$ cat src/rtl/random_range_sampler_pkg.sv
// Shared definitions for the random range sampler and its sibling consumer units.
package random_range_sampler_pkg;

    typedef enum logic [1:0] {
        ST_IDLE  = 2'd0,
        ST_DRAW  = 2'd1,
        ST_CHECK = 2'd2,
        ST_DONE  = 2'd3
    } sampler_state_e;

    localparam int unsigned DefaultMaxTries = 8;

endpackage

$ cat src/rtl/random_range_mask.sv
// Combinational all-ones fill of a value: every bit at or below the highest set bit becomes 1.
module range_mask #(
    parameter int unsigned Width = 32
) (
    input  logic [Width-1:0] value_i,
    output logic [Width-1:0] mask_o
);

    logic [Width-1:0] fill;

    // Priority OR-cascade from the MSB downwards.
    always_comb begin
        fill = '0;
        fill[Width-1] = value_i[Width-1];
        for (int unsigned i = 1; i < Width; i++) begin
            fill[Width-1-i] = fill[Width-i] | value_i[Width-1-i];
        end
    end

    assign mask_o = fill;

endmodule

$ cat src/rtl/random_range_sampler.sv
// Masked rejection sampler: maps raw generator words onto [0, limit) and drives the generator enable.
module random_range_sampler
    import random_range_sampler_pkg::*;
#(
    parameter int unsigned Width    = 32,
    parameter int unsigned MaxTries = DefaultMaxTries,
    parameter int unsigned TryBits  = 4
) (
    input  logic               clk,
    input  logic               rst,
    output logic               rnd_ce,
    input  logic [Width-1:0]   rnd_in,
    input  logic               req_valid,
    input  logic [Width-1:0]   req_limit,
    output logic               req_ready,
    output logic               out_valid,
    output logic [Width-1:0]   out_value,
    output logic               out_fallback,
    output logic [TryBits-1:0] out_tries,
    input  logic               out_ready
);

    localparam logic [TryBits-1:0] MaxTriesT = TryBits'(MaxTries);

    sampler_state_e     state_q, state_d;
    logic [Width-1:0]   limit_q, limit_d;
    logic [Width-1:0]   mask_q, mask_d;
    logic [Width-1:0]   value_q, value_d;
    logic               fallback_q, fallback_d;
    logic [TryBits-1:0] tries_q, tries_d;

    logic [Width-1:0]   req_mask;
    logic [Width-1:0]   cand;
    logic [TryBits-1:0] tries_inc;
    logic               idle_ready;

    range_mask #(
        .Width(Width)
    ) u_range_mask (
        .value_i(req_limit - Width'(1)),
        .mask_o (req_mask)
    );

    assign cand      = rnd_in & mask_q;
    assign tries_inc = tries_q + TryBits'(1);

    always_comb begin
        state_d    = state_q;
        limit_d    = limit_q;
        mask_d     = mask_q;
        value_d    = value_q;
        fallback_d = fallback_q;
        tries_d    = tries_q;
        idle_ready = 1'b0;
        rnd_ce     = 1'b0;
        out_valid  = 1'b0;

        case (state_q)
            ST_IDLE: begin
                idle_ready = 1'b1;
                if (req_valid) begin
                    limit_d    = req_limit;
                    mask_d     = req_mask;
                    value_d    = '0;
                    fallback_d = 1'b0;
                    tries_d    = '0;
                    // limit 0 behaves as limit 1: the only legal result is 0, no draw needed.
                    state_d    = (req_limit <= Width'(1)) ? ST_DONE : ST_DRAW;
                end
            end
            ST_DRAW: begin
                rnd_ce  = 1'b1;
                state_d = ST_CHECK;
            end
            ST_CHECK: begin
                if (cand < limit_q) begin
                    value_d    = cand;
                    fallback_d = 1'b0;
                    state_d    = ST_DONE;
                end else if (tries_inc == MaxTriesT) begin
                    // cand < 2*limit, so the wrapped difference always lands in range.
                    value_d    = cand - limit_q;
                    fallback_d = 1'b1;
                    tries_d    = MaxTriesT;
                    state_d    = ST_DONE;
                end else begin
                    tries_d = tries_inc;
                    state_d = ST_DRAW;
                end
            end
            ST_DONE: begin
                out_valid = 1'b1;
                if (out_ready) begin
                    state_d = ST_IDLE;
                end
            end
            default: state_d = ST_IDLE;
        endcase
    end

    always_ff @(posedge clk) begin
        if (!rst) begin
            state_q    <= ST_IDLE;
            limit_q    <= '0;
            mask_q     <= '0;
            value_q    <= '0;
            fallback_q <= 1'b0;
            tries_q    <= '0;
        end else begin
            state_q    <= state_d;
            limit_q    <= limit_d;
            mask_q     <= mask_d;
            value_q    <= value_d;
            fallback_q <= fallback_d;
            tries_q    <= tries_d;
        end
    end

    assign req_ready    = idle_ready & rst;
    assign out_value    = value_q;
    assign out_fallback = fallback_q;
    assign out_tries    = tries_q;

endmodule
$ cat config.mk
export PLATFORM = sky130hd
export DESIGN_NAME = random_range_sampler
export DESIGN_NICKNAME = d
export VERILOG_FILES = /design/src/rtl/random_range_sampler_pkg.sv /design/src/rtl/random_range_mask.sv /design/src/rtl/random_range_sampler.sv
export SDC_FILE = /design/constraint.sdc
export NUM_CORES = 1
export LEC_CHECK = 0
export CORE_ASPECT_RATIO = 0.9
export CORE_MARGIN = 4
export CORE_UTILIZATION = 50
export CTS_CLUSTER_DIAMETER = 200
export DETAILED_ROUTE_END_ITERATION = 16
export PLACE_DENSITY = 0.77
export SYNTH_ARGS = -nofsm -noshare
export SYNTH_HDL_FRONTEND = slang
export SYNTH_SLANG_ARGS = --single-unit
$ cat constraint.sdc
create_clock -name clk -period 4.7 [get_ports clk]
set_input_delay 0.94 -clock clk [delete_from_list [all_inputs] [get_ports clk]]
set_output_delay 0.94 -clock clk [all_outputs]
set_load 0.02 [all_outputs]
## Word level (Yosys, flattened, before mapping)

Index checks and enable logic that the tools add are counted.

| operators by class | value |
|---|---|
| bitwise gates (word level) | 33 |
| reductions and logical operators | 6 |
| $lt $le $gt $ge | 2 |
| $mul | 0 |
| add/sub/neg operators | 3 |
| shift operators | 0 |
| multiplexer cells | 21 |
| equality and inequality tests | 8 |
| divide/modulo/power cells | 0 |

Operator list:

| kind | count |
|---|---|
| $mux W32 | 3 |
| $pmux W32 S2 | 1 |
| $and A32 B32 Y32 | 1 |
| $le A32 B1 Y1 const B | 1 |
| $lt A32 B32 Y1 | 1 |
| $sub A32 B1 Y32 const B | 1 |
| $sub A32 B32 Y32 | 1 |
| $or A1 B1 Y1 | 31 |
| $mux W4 | 3 |
| $mux W2 | 5 |
| $pmux W2 S4 | 1 |
| $pmux W4 S2 | 1 |
| $mux W1 | 6 |
| $ne A2 B2 Y1 const B | 3 |
| $reduce_and A3 Y1 | 2 |
| $add A4 B1 Y4 const B | 1 |
| $eq A2 B2 Y1 const B | 2 |
| $eq A4 B4 Y1 const B | 1 |
| $reduce_and A2 Y1 | 2 |
| $ne A3 B3 Y1 const B | 1 |
| $eq A2 B1 Y1 const B | 1 |
| $logic_not A2 Y1 | 1 |
| $pmux W1 S2 | 1 |
| $reduce_bool A2 Y1 | 1 |
| $and A1 B1 Y1 | 1 |

| word-level totals | value |
|---|---|
| word-level logic and storage cells | 79 |
| memory bits (read-only) | 0 |
| memory bits (writable) | 0 |
| bits in registers | 103 |
| output and inout bits | 40 |
| memories | 0 |
| bits in latches | 0 |

## Longest topological paths before layout

Gate-level depths: netlist (run 1).

| logic depth | value |
|---|---|
| depth after elaboration | 32 |
| gate-level depth with buffers | 14 |

## By module

A second synthesis (run 1) with hierarchy kept.

| second synthesis, totals | value |
|---|---|
| cell total of the unflattened synthesis | 930 |
| area total of the unflattened synthesis | 6,862.8 µm² |

Modules (own cells, without submodules):

| module | area an instance (µm²) | sequential area each (µm²) | instances | cells each |
|---|---|---|---|---|
| random_range_sampler | 6,555.0 | 2,062.0 | 1 | 876 |
| range_mask | 307.8 | 0.0 | 1 | 54 |

## Worst setup path after synthesis (run 1)

Ideal clock, no wire load.

| path | value |
|---|---|
| path type | input -> register |
| start | in rnd_in[2] |
| end | reg value_q[25], in the netlist out_value[25] |
| arrival | 3,579 ps |
| setup slack | 1,001 ps |
| required time | 4,580 ps |
| library setup time | 120 ps |
| cell stages on the path | 12 |
| path buffers | 1 |
| path through | and2_1 ha_1 nor2b_1 o31a_1 o41ai_1 a211o_1 a31o_2 o21ai_1 and3_1 buf_2 and2_1 a211o_1 |

| on the way | value |
|---|---|
| word-level cells in the longest chain between the ends | 5 |
| elaborated cells between the ends (all ways) | 8 |

Ends and longest elaborated chain:

| what | line | RTL |
|---|---|---|
| start, declared | random_range_sampler.sv:12 | `input logic [Width-1:0] rnd_in,` |
| $and A32 B32 Y32 (*) | random_range_sampler.sv:44 | `assign cand = rnd_in & mask_q;` |
| $sub A32 B32 Y32 | random_range_sampler.sv:82 | `value_d = cand - limit_q;` |
| $mux W32 | random_range_sampler.sv:80 | `end else if (tries_inc == MaxTriesT) begin` |
| $mux W32 | random_range_sampler.sv:76 | `if (cand < limit_q) begin` |
| $pmux W32 S2 | random_range_sampler.sv:58 | `case (state_q)` |
| end signal, assigned | random_range_sampler.sv:113 | `value_q <= value_d;` |
| end, declared | random_range_sampler.sv:28 | `logic [Width-1:0] value_q, value_d;` |

Mark *: on every way between the ends. The rest lies on a longest branch, timed or not. The select of a mux whose other input is x is not followed.
A chain may end at the register's enable or synchronous reset.

## Final worst setup path (run 1)

Same ends and word-level chain as after synthesis.

==> results.md, run 1 <==
| Step | Metric | Value |
|---|---|---|
| synthesis | Syn nets | 1036 |
| detailed routing | DR WL/cell | 17.1 um |
| floorplanning | Initial core utilization | 0.520 |
| sta | Setup repair after global routing missed its margin | false |
| detailed routing | Wire length after detailed routing | 20900 um |
| outcome | Outcome | finished clean |
| final layout | Post-layout utilization of the core | 0.636 |
| flow run | Total of max-cap violations | 0 |
| synthesis | Post-Synthesis Mean Instance Area | 7.57 sq um |
| critical path | Endpoint class of the critical path | flip-flop |
| final layout | Layout overhead on the synthesized area | 22.4% |
| grt | Global-route congestion overflow total | 0 |
| placement | Worst setup slack after placement | 242 ps |
| placement | GP Congestion | 0.928 |
| sta | Period Utilization, post-route | 0.875 |
| grt | Via count of the first global-routing pass | 6421 |
| sta | Post-layout min period | 4110 ps |
| synthesis | Top-count cell post-synth | nand2_1 |
| synthesis | Yosys reg bits | 103 |
| pwr | Leakage | 3.27 nW |
| grt | Number of antenna violations at the first check in global routing | 0 |
| detailed routing | Met2 Routed Length | 8660 um |
| grt | Total Routing Usage GR | 0.257 |
| min path | Min-Delay Path Class | flip-flop to flip-flop |
| floorplanning | Die width | 133 um |
| clock tree | Hold buffers post-CTS | 0 |
| detailed routing | Via count of the routed design | 6974 |
| clock tree | Post-cts sizing count | 0 |
| detailed routing | Uppermost routed layer | met4 |
| placement | Cell Count Post-Placement | 1205 |
| final layout | Final instance area | 0.00863 sq mm |
| detailed routing | Per-cell via count in the routed design | 5.71 |
| synthesis | Post-synth ARST share | 0 |
| final layout | Multi-input gate area in the final layout | 0.00464 sq mm |
| sta | Least-Margin Pin Slew | 693 ps |
| sta | Final Setup Violations | 0 |
| sta | Rel. slew slack | 0.537 |
| sta | TNS Setup | 0 ps |
| floorplanning | Num rows | 40 |
| grt | Global-route wire length before repair | 33400 um |
| detailed routing | DRC violation count after routing | 0 |
| clock tree | Clock-pin transition on the worst setup and hold timing paths | 70 ps |
| clock tree | Clock tree buffer depth | 2 |
| clock tree | Clock network latency to the later pin of the worst-skew pair | 360 ps |
| clock tree | Root buffer cell | clkbuf_16 |
| synthesis | Most instantiated cells after synthesis | nand2_1 (134), dfxtp_1 (103), nor2_1 (71), o21ai_0 (71), a21oi_1 (54) |
| clock tree | CTS tree | done |
| placement | Detailed placer's ending HPWL | 16200 um |
| critical path | Classification of the worst setup path | input port to flip-flop |
| floorplanning | Floorplan core area | 0.0136 sq mm |
| synthesis | Gate Count Post-Synth | 931 |
| synthesis | Post-synth top area share | 0.292 |
| synthesis | Top cells by area in the synthesized netlist | dfxtp_1 (29%), nand2_1 (7.1%), ha_1 (6.4%) |
| synthesis | Post-synthesis cell type count | 78 |
| detailed routing | Number of design-rule violations left by the first detailed-router iteration | 641 |
| detailed routing | Met3 wirelength from detailed routing | 1390 um |
| synthesis | Cell taking the most area after synthesis | dfxtp_1 |
| final layout | Final Non-Filler Cells | 1221 |
| clock tree | H-Tree Depth | 3 |
| sta | Skew final | 9.21 ps |
| critical path | Required time at the endpoint of the critical path | 4940 ps |
| critical path | Arrival time at the worst endpoint | 4350 ps |
| detailed routing | ANT nets after route | 0 |
| floorplanning | Height of the die | 121 um |
| synthesis | Yosys warning count | 0 |
| synthesis | Part of the Yosys area used for sequential elements | 0.292 |
| sta | Number of endpoints with negative hold slack in the final report | 0 |
| floorplanning | IO Count | 108 |
| pwr | PnR Total Power | 2.59 mW |
| sta | Number of slew-limit violations in the final report | 0 |
| floorplanning | Die area | 0.0161 sq mm |
| sta | Worst hold slack | 438 ps |
| grt | Largest net degree at the start of global routing | 74 |
| pwr | Areal power density over the cells | 300 mW/mm^2 |
| sta | Maximum clock rate | 243 MHz |
| final layout | Sequential cell area in the final layout | 0.00206 sq mm |
| synthesis | Count of flip-flops with a built-in enable after synthesis | 0 |
| critical path | Startpoint class of the critical path | input port |
| pwr | Maximum ir drop on the vdd rail | 0.000175 V |
| final layout | Layout Nets | 1132 |
| final layout | Ant diodes | 0 |
| placement | Total of buffers placed on input and output ports | 107 |
| detailed routing | Length of routed wiring on met1 | 10500 um |
| sta | Slack of the critical path | 589 ps |
| clock tree | Post-CTS Repair Setup Buffers | 0 |
| detailed routing | Initial DRT Pass Iterations | 5 |
| synthesis | Post-synthesis instance area | 0.00705 sq mm |
| final layout | Share of final-layout standard cells stronger than drive strength 1 | 0.0572 |
| critical path | Critical path fanouts, max | 19 |
| clock tree | Clock buffers created by TritonCTS | 9 |
| synthesis | Dominant register cell in the synthesized netlist | dfxtp_1 |
| final layout | Fill cell count | 1248 |
| placement | Instance area at placement | 0.00834 sq mm |
| clock tree | CTS sink count | 103 |
-- path summary, 6_finish.rpt --
kind                  from             to  slack (ps)  cells after the start
max              rnd_in[2]  out_value[25]         590                     12
min          out_value[18]  out_value[18]         440                      2
max reg2reg      mask_q[2]  out_value[25]        1280                     11
min reg2reg  out_value[18]  out_value[18]         440                      2
-- logic make-up (layout without fill, tap and decap cells) --
family,Yosys count,in the layout,synth area share
compound gates,283,283,0.264
buf+inv,89,190,0.0508
flops,103,103,0.292
fa+ha+maj,37,37,0.0667
simple gates,373,373,0.268
xor+xnor,37,37,0.0460
mux,9,9,0.0128
-- area by class of cell --
cell class	count	share of cell area
clock inverter	6	0.00565
inverter	45	0.0196
multi-input combinational	739	0.538
tap	189	0.0274
clock buffer	10	0.0277
sequential	103	0.239
timing repair buffer	129	0.143
-- critical path, cell delays in order --
cell and delay (ps):
clkdlybuf4s50_1 400, and2_1 170, ha_1 330, nor2b_1 160
o31a_1 290, o41ai_1 450, a211o_1 320, a31o_2 220
o21ai_1 80, and3_1 450, and2_1 270, a211o_1 260
-- where the power goes --
group | internal (mW) | total, mW | switching (mW)
clock network | 0.380 | 0.737 | 0.358
logic | 0.385 | 0.895 | 0.510
registers | 0.926 | 0.960 | 0.0339
total | 1.69 | 2.59 | 0.901
-- cell usage in the layout, fill, tap and decap left out, drive strengths merged, types with 10 or more instances in the layout --
cell / count
buf: 23
nor2b: 18
and3: 15
nor2: 72
inv: 48
a211oi: 11
nor3: 24
ha: 36
nor4: 12
o21a: 10
o21ai: 73
clkdlybuf4s50: 106
a21oi: 55
xor2: 15
xnor2: 22
a21o: 10
nand3: 11
dfxtp: 103
a31oi: 20
nand2: 134
clkbuf: 10
and2: 42
a21boi: 38
-- flip-flops by register name, summed over array words and instances, names as in the netlist --
name and flops:
out_tries 4, out_value 32, mask_q 32, limit_q 32, out_fallback 1, state_q 2
-- per-layer routing --
layer	track usage	up-vias
met5	0	-
met4	0.0694	0
met3	0.0383	27
met2	0.371	249
met1	0.396	3184
li1	-	3514
(Power assumes the default switching activity.)
==> inputs of run 2 (changes only) <==
--- a/config.mk
+++ b/config.mk
@@ -5,12 +5,14 @@
 export SDC_FILE = /design/constraint.sdc
 export NUM_CORES = 1
 export LEC_CHECK = 0
-export CORE_ASPECT_RATIO = 0.9
+export CELL_PAD_IN_SITES_DETAIL_PLACEMENT = 0
+export CELL_PAD_IN_SITES_GLOBAL_PLACEMENT = 2
 export CORE_MARGIN = 4
-export CORE_UTILIZATION = 50
+export CORE_UTILIZATION = 32
 export CTS_CLUSTER_DIAMETER = 200
 export DETAILED_ROUTE_END_ITERATION = 16
-export PLACE_DENSITY = 0.77
+export GPL_TIMING_DRIVEN = 0
+export PLACE_DENSITY = 0.84
 export SYNTH_ARGS = -nofsm -noshare
 export SYNTH_HDL_FRONTEND = slang
 export SYNTH_SLANG_ARGS = --single-unit
==> run 2 against run 1 <==
  * Count of clock-buffer cells in the layout stayed put
  * Total power up 1.0%
  * Worst hold slack worse by 2.4 ps
  * Final cell count increased by 8.9%
  * Sequential share of layout area decreased by 0.32 points
  * Fmax is 6.2% lower
  * Sequential power hardly changed
  * Die area grew 52%
  * Non-clock buffer count rose by 18
  * Wire length up 18%
  * Critical endpoint is now mask_q[0]
  * Largest cell class unchanged
==> results.md, run 2 (synthesized netlist as in run 1, its figures left out) <==
| Step | Metric | Value | vs previous |
|---|---|---|---|
| min path | Min-Delay Path Class | flip-flop to flip-flop |  |
| floorplanning | Die width | 156 um | +17% |
| detailed routing | Initial DRT Pass Iterations | 7 | +2 |
| sta | Rel. slew slack | 0.427 | -0.110 |
| clock tree | Clock network latency to the later pin of the worst-skew pair | 350 ps | about the same |
| floorplanning | Die area | 0.0245 sq mm | +52% |
| final layout | Leading cell type in the layout, fill and taps excluded | nand2_1 |  |
| critical path | Classification of the worst setup path | input port to flip-flop |  |
| sta | TNS Setup | 0 ps | unchanged |
| sta | Final Setup Violations | 0 | unchanged |
| pwr | Leakage | 3.24 nW | -0.74% |
| placement | Worst setup slack after placement | -651 ps | -892 ps |
| clock tree | H-Tree Depth | 3 | unchanged |
| detailed routing | DRC violation count after routing | 0 | unchanged |
| final layout | Final Non-Filler Cells | 1330 | +8.9% |
| sta | Setup repair after global routing missed its margin | false |  |
| placement | Detailed placer's ending HPWL | 20000 um | +24% |
| clock tree | CTS tree | done |  |
| final layout | Leading cell types in the layout, fill and taps excluded | nand2_1 (134), clkdlybuf4s50_1 (104), dfxtp_1 (103), nor2_1 (71), o21ai_0 (71) |  |
| sta | Skew final | 8.52 ps | -0.692 ps |
| pwr | Areal power density over the cells | 299 mW/mm^2 | -0.34% |
| clock tree | Clock-pin transition on the worst setup and hold timing paths | 80 ps | about the same |
| flow run | Total of max-cap violations | 0 | unchanged |
| critical path | Startpoint class of the critical path | input port |  |
| detailed routing | Per-cell via count in the routed design | 5.18 | -9.2% |
| placement | Total of buffers placed on input and output ports | 104 | -2.8% |
| clock tree | Clock buffers created by TritonCTS | 9 | unchanged |
| placement | Cell Count Post-Placement | 1315 | +9.1% |
| sta | Least-Margin Pin Slew | 852 ps | +159 ps |
| final layout | Post-layout utilization of the core | 0.402 | -0.234 |
| grt | Largest net degree at the start of global routing | 20 | -73% |
| final layout | Share of final-layout standard cells stronger than drive strength 1 | 0.0410 | -0.0162 |
| critical path | Arrival time at the worst endpoint | 4620 ps | +270 ps |
| outcome | Outcome | finished clean |  |
| sta | Period Utilization, post-route | 0.932 | +0.0577 |
| floorplanning | Floorplan core area | 0.0218 sq mm | +60% |
| final layout | Fill cell count | 2298 | +84% |
| grt | Via count of the first global-routing pass | 6478 | +0.89% |
| detailed routing | Via count of the routed design | 6895 | -1.1% |
| floorplanning | IO Count | 108 | unchanged |
| final layout | Layout overhead on the synthesized area | 24.1% |  |
| grt | Global-route congestion overflow total | 0 | unchanged |
| placement | GP Congestion | 0.858 | -7.5% |
| critical path | Endpoint class of the critical path | flip-flop |  |
| clock tree | CTS sink count | 103 | unchanged |
| detailed routing | Number of design-rule violations left by the first detailed-router iteration | 511 | -20% |
| sta | Number of endpoints with negative hold slack in the final report | 0 | unchanged |
| floorplanning | Height of the die | 156 um | +30% |
| critical path | Critical path fanouts, max | 10 | -9 |
| final layout | Final instance area | 0.00875 sq mm | +1.4% |
| clock tree | Root buffer cell | clkbuf_16 |  |
| grt | Global-route wire length before repair | 37800 um | +13% |
| placement | Instance area at placement | 0.00844 sq mm | +1.2% |
| pwr | Maximum ir drop on the vdd rail | 0.000156 V | -11% |
| sta | Number of slew-limit violations in the final report | 0 | unchanged |
| critical path | Required time at the endpoint of the critical path | 4930 ps | about the same |
| floorplanning | Initial core utilization | 0.324 | -0.196 |
| clock tree | Hold buffers post-CTS | 0 | unchanged |
| clock tree | Clock tree buffer depth | 2 | unchanged |
| detailed routing | DR WL/cell | 18.5 um | +8.3% |
| sta | Worst hold slack | 436 ps | -2.39 ps |
| sta | Slack of the critical path | 318 ps | -271 ps |
| detailed routing | ANT nets after route | 0 | unchanged |
| detailed routing | Wire length after detailed routing | 24600 um | +18% |
| grt | Total Routing Usage GR | 0.198 | -0.0587 |
| final layout | Ant diodes | 0 | unchanged |
| floorplanning | Num rows | 54 | +35% |
| grt | Number of antenna violations at the first check in global routing | 0 | unchanged |
| clock tree | Post-CTS Repair Setup Buffers | 0 | unchanged |
| final layout | Layout Nets | 1150 | +1.6% |
| sta | Maximum clock rate | 228 MHz | -6.2% |
| pwr | PnR Total Power | 2.62 mW | +1.0% |
| sta | Post-layout min period | 4380 ps | +271 ps |
[run 2: cell count changes in the layout (fill, tap and decap cells not counted), moves of 3 or more]
cell,change
buf_1,+3
buf_4,-20
clkbuf_1,+33
clkbuf_2,+3
clkinvlp_4,-3
[run 2: timing repair]
| item | in CTS | in global routing |
|---|---|---|
| resized for setup | 2 | 6 |
| endpoints found under the setup margin | 9 | 13 |
| cloned | 0 | 0 |
[run 2: power by group]
group / switching (mW) / internal [mW]
Combinational: 0.530 / 0.369
Sequential: 0.0373 / 0.926
Clock: 0.382 / 0.375
Total: 0.949 / 1.67
[run 2: worst paths after layout]
path,start,endpoint,slack (ps),cells after the start
worst max-delay path,req_limit[0],mask_q[0],320,15
worst min-delay path,out_value[18],out_value[18],440,2
worst max register to register,mask_q[0],out_value[27],1070,12
worst min register to register,out_value[18],out_value[18],440,2
[run 2: cell type report]
cell class	count	area, sq um	share of cell area
Inverter	45	169	0.0193
Clock buffer	10	229	0.0262
Buffer	43	189	0.0216
Multi-Input combinational cell	739	4650	0.532
Timing Repair Buffer	104	1040	0.119
Clock inverter	6	57.6	0.00658
Sequential cell	103	2060	0.236
Tap cell	280	350	0.0400
[run 2: critical path: stages]
cell             delay (ps)
clkdlybuf4s50_1         530
inv_1                   100
ha_1                    140
clkbuf_1                430
inv_1                   280
nor4_4                  490
and3_1                  210
buf_4                   140
a21oi_2                  70
a221o_1                 330
nand3b_1                210
nand4bb_1               230
buf_4                   190
nor3_4                  220
a31oi_1                 110
[run 2: routing by layer]
layer / global-route usage / vias to the layer above / routed length, um / share of wire
met2: 0.311 / 162 / 10900 / 0.44
met4: 0.0401 / 0 / 212 / 0.0086
li1: - / 3559 / - / -
met3: 0.0177 / 10 / 1060 / 0.043
met1: 0.297 / 3164 / 12400 / 0.50
met5: 0 / - / 0 / 0
==> inputs of run 3 (changes only) <==
--- a/config.mk
+++ b/config.mk
@@ -5,14 +5,16 @@
 export SDC_FILE = /design/constraint.sdc
 export NUM_CORES = 1
 export LEC_CHECK = 0
+export ABC_AREA = 1
 export CELL_PAD_IN_SITES_DETAIL_PLACEMENT = 0
 export CELL_PAD_IN_SITES_GLOBAL_PLACEMENT = 2
 export CORE_MARGIN = 4
-export CORE_UTILIZATION = 32
+export CORE_UTILIZATION = 30
 export CTS_CLUSTER_DIAMETER = 200
 export DETAILED_ROUTE_END_ITERATION = 16
+export GPL_ROUTABILITY_DRIVEN = 0
 export GPL_TIMING_DRIVEN = 0
-export PLACE_DENSITY = 0.84
+export PLACE_DENSITY = 0.83
 export SYNTH_ARGS = -nofsm -noshare
 export SYNTH_HDL_FRONTEND = slang
 export SYNTH_SLANG_ARGS = --single-unit
==> run 3 against run 2 <==
  * Highest routed layer unchanged
  * Final area up 0.19%
  * Clock power grew 5.7%
  * Worst hold slack better by 28 ps
  * Count of clock-buffer cells in the layout shrank 1
  * Synthesized cell count rose by 5.5%
  * Critical path depth increased by 7
==> results.md, run 3 <==
| Step | Metric | Value | vs previous |
|---|---|---|---|
| critical path | R2r setup slk | 1050 ps | -20 ps |
| floorplanning | Floorplan core area | 0.0220 sq mm | +0.93% |
| grt | Total Routing Usage GR | 0.181 | -0.0169 |
| critical path | Startpoint class of the critical path | input port |  |
| synthesis | Yosys reg bits | 103 | unchanged |
| sta | Post-layout min period | 4420 ps | +36.5 ps |
| pwr | Areal power density over the cells | 324 mW/mm^2 | +8.2% |
| clock tree | Clock buffers created by TritonCTS | 9 | unchanged |
| synthesis | Post-synthesis instance area | 0.00674 sq mm | -4.4% |
| clock tree | CTS tree | done |  |
| clock tree | Clock tree buffer depth | 2 | unchanged |
| sta | Final Setup Violations | 0 | unchanged |
| grt | Largest net degree at the start of global routing | 20 | unchanged |
| sta | Least-Margin Pin Slew | 970 ps | +118 ps |
| synthesis | Post-synth ARST share | 0 | unchanged |
| synthesis | Post-Synthesis Mean Instance Area | 6.86 sq um | -9.4% |
| synthesis | Cell taking the most area after synthesis | dfxtp_1 |  |
| grt | Global-route wire length before repair | 35300 um | -6.7% |
| final layout | Ant diodes | 0 | unchanged |
| min path | Cell depth of the worst min-delay path | 2 | unchanged |
| sta | Rel. slew slack | 0.348 | -0.0795 |
| synthesis | Top-count cell post-synth | nand2_1 |  |
| min path | Critical hold path startpoint | out_value[15] |  |
| sta | Period Utilization, post-route | 0.940 | +0.00777 |
| clock tree | CTS sink count | 103 | unchanged |
| detailed routing | Per-cell via count in the routed design | 4.68 | -9.7% |
| pwr | Internal power | 1.78 mW | +6.5% |
| final layout | Final Non-Filler Cells | 1402 | +5.4% |
| synthesis | Post-synthesis cell type count | 37 | -53% |
| pwr | PnR Total Power | 2.84 mW | +8.4% |
| final layout | Layout Nets | 1222 | +6.3% |
| sta | Skew final | 13.3 ps | +4.78 ps |
| pwr | Maximum ir drop on the vdd rail | 0.000189 V | +21% |
| critical path | Critical path fanouts, max | 4 | -6 |
| synthesis | Most instantiated cells after synthesis | nand2_1 (147), inv_1 (145), a21oi_1 (115) |  |
| synthesis | Gate Count Post-Synth | 982 | +5.5% |
| critical path | Classification of the worst setup path | input port to flip-flop |  |
| synthesis | Part of the Yosys area used for sequential elements | 0.306 | +0.0136 |
| synthesis | Syn nets | 1087 | +4.9% |
| synthesis | Count of flip-flops with a built-in enable after synthesis | 0 | unchanged |
| floorplanning | Die area | 0.0249 sq mm | +1.8% |
| floorplanning | Num rows | 54 | unchanged |
| critical path | Arrival time at the worst endpoint | 4680 ps | +60 ps |
| pwr | Part of the power in combinational logic | 0.359 | +0.016 |
| clock tree | Root buffer cell | clkbuf_16 |  |
| synthesis | Top cells by area in the synthesized netlist | dfxtp_1 (31%), a21oi_1 (8.5%), nand2_1 (8.2%) |  |
| floorplanning | Height of the die | 158 um | +0.91% |
| synthesis | Post-synth top area share | 0.306 | +0.0136 |
| detailed routing | DR WL/cell | 16.1 um | -13% |
| critical path | CP max stage delay | 480 ps | -50 ps |
| critical path | Cell Chain, Critical Path | clkdlybuf4s50_1 -> nor2_2 -> nand2_1 -> nor2_2 -> nand4_1 -> nor2_1 -> xor2_2 -> nand4_4 -> nor2_4 -> nand4_4 -> nor2_4 -> nand4_4 -> nor2_4 -> nand4_4 -> nor2_4 -> nand4_4 -> nor2_4 -> nand4_4 -> nor2_4 -> nand4_1 -> nor2_1 -> nor2_1 |  |
| floorplanning | Initial core utilization | 0.307 | -0.0172 |
| clock tree | Clock-pin transition on the worst setup and hold timing paths | 80 ps | about the same |
| placement | Worst setup slack after placement | -745 ps | -94.3 ps |
| detailed routing | Number of design-rule violations left by the first detailed-router iteration | 330 | -35% |
| placement | Instance area at placement | 0.00816 sq mm | -3.3% |
| detailed routing | ANT nets after route | 0 | unchanged |
| clock tree | H-Tree Depth | 3 | unchanged |
| grt | Global-route congestion overflow total | 0 | unchanged |
| flow run | Total of max-cap violations | 0 | unchanged |
| detailed routing | Initial DRT Pass Iterations | 5 | -2 |
| critical path | Worst reg2reg startpoint | mask_q[0] |  |
| sta | Slack of the critical path | 281 ps | -36.5 ps |
| critical path | Reg2reg end | out_value[30] |  |
| grt | Number of antenna violations at the first check in global routing | 0 | unchanged |
| sta | Number of endpoints with negative hold slack in the final report | 0 | unchanged |
| pwr | Sequential Power Share | 0.360 | -0.008 |
| detailed routing | Wire length after detailed routing | 22500 um | -8.4% |
| detailed routing | DRC violation count after routing | 0 | unchanged |
| critical path | CP max-delay cell | clkdlybuf4s50_1 |  |
| clock tree | Hold buffers post-CTS | 0 | unchanged |
| sta | Maximum clock rate | 226 MHz | -0.83% |
| critical path | Endpoint class of the critical path | flip-flop |  |
| clock tree | Clock network latency to the later pin of the worst-skew pair | 360 ps | about the same |
| final layout | Share of final-layout standard cells stronger than drive strength 1 | 0.0838 | +0.0428 |
| detailed routing | Via count of the routed design | 6564 | -4.8% |
| floorplanning | Die width | 158 um | +0.91% |
| pwr | P_sw | 1.06 mW | +12% |
| final layout | Leading cell type in the layout, fill and taps excluded | nand2_1 |  |
| critical path | Required time at the endpoint of the critical path | 4960 ps | +30 ps |
| pwr | Fraction of power consumed by the clock network | 0.282 | -0.007 |
| placement | Total of buffers placed on input and output ports | 107 | +2.9% |
| final layout | Layout overhead on the synthesized area | 30.1% |  |
| floorplanning | IO Count | 108 | unchanged |
| critical path | Path depth of the worst reg2reg path | 18 | +6 |
| sta | Setup repair after global routing missed its margin | true |  |
| placement | Detailed placer's ending HPWL | 18900 um | -5.8% |
| sta | Number of slew-limit violations in the final report | 0 | unchanged |
| placement | Cell Count Post-Placement | 1369 | +4.1% |
| pwr | Switching power share of the total | 0.374 | +0.0112 |
| outcome | Outcome | finished clean |  |
| pwr | Leakage | 3.95 nW | +22% |
| synthesis | Yosys warning count | 0 | unchanged |
| min path | Min-Delay Path Class | flip-flop to flip-flop |  |
| min path | Sink of the worst hold path | out_value[15] |  |
| synthesis | Dominant register cell in the synthesized netlist | dfxtp_1 |  |
| final layout | Final instance area | 0.00876 sq mm | +0.19% |
| grt | Via count of the first global-routing pass | 6335 | -2.2% |
| final layout | Leading cell types in the layout, fill and taps excluded | nand2_1 (146), inv_1 (144), a21oi_1 (113), o21ai_0 (105), dfxtp_1 (103) |  |
run 3: changes by cell type after synthesis, moves of 18 or more:
cell      previous run  this run
inv_1               45       145
a21oi_1             54       115
and2_1              41         0
a21boi_0            38         0
o21ai_0             71       106
nor2_1              71        98
xor2_1              15        38
o211ai_1             7        27
nor2b_1             18         0
run 3: worst max-delay path by stage:
| stage | startpoint | endpoint | slack, ps | cells past startpoint |
|---|---|---|---|---|
| global route | req_limit[8] | mask_q[1] | -50 | 25 |
| floorplan | rnd_in[0] | out_value[22] | 810 | 19 |
| finish | req_limit[8] | mask_q[1] | 280 | 22 |
| detailed placement | rnd_in[0] | out_value[7] | -740 | 20 |
| CTS | req_limit[5] | mask_q[1] | 7 | 25 |
| global placement | rnd_in[0] | out_value[19] | -720 | 20 |
run 3: kinds of logic (layout without fill, tap and decap cells):
logic type | Yosys count | in the layout | share of synthesized area
buffers and inverters | 187 | 327 | 0.104
and+or+nand+nor | 320 | 320 | 0.218
AOI/OAI and AO/OA | 280 | 280 | 0.228
adders and majority gates | 37 | 37 | 0.0698
xor gates and xnor gates | 55 | 55 | 0.0737
DFF | 103 | 103 | 0.306
run 3: metal layers:
layer	routed length (um)	share of wire	track usage	up-vias
li1	-	-	-	3518
met1	11900	0.53	0.272	2904
met2	9770	0.43	0.281	128
met3	633	0.028	0.0153	14
met4	272	0.012	0.0438	0
met5	0	0	0	-
run 3: stage by stage:
step	TNS (ps)	utilization	hold slack [ps]
finish	0	0.399	464
detailed placement	-22980	0.372	456
CTS	0	0.386	468
floorplan	0	-	435
global route	-81.2	0.399	480
global placement	-22280	0.372	453
run 3: cell type report:
type | instances | area (sq um)
fill | 2387 | 13200
multi-input combinational | 692 | 4090
sequential | 103 | 2060
timing repair buffer | 124 | 1230
inverter | 149 | 563
tap | 280 | 350
clock buffer | 9 | 225
buffer | 38 | 150
clock inverter | 7 | 88.8
run 3: critical path, delay by kind of cell:
family | cells | cell delay (ps)
buffers and inverters | 1 | 480
and+or+nand+nor | 20 | 3010
xor gates and xnor gates | 1 | 260
run 3: power by group through the flow:
stage                     logic [mW]  clock network (mW)  registers [mW]
after floorplan                0.623                   0            1.06
after global placement          1.00                   0            1.04
after detailed placement        1.00                   0            1.04
after CTS                       1.01               0.813            1.02
after global routing            1.15               0.848            1.03
final                           1.02               0.800            1.02
run 3: what timing repair did:
item / 4_1_cts / 5_1_grt
setup buffers: 0 / 17
setup endpoints to repair: 30 / 39
gates resized for setup: 2 / 57
hold endpoints to repair: 0 / 0
cloned: 0 / 0
pin swaps: 0 / 17
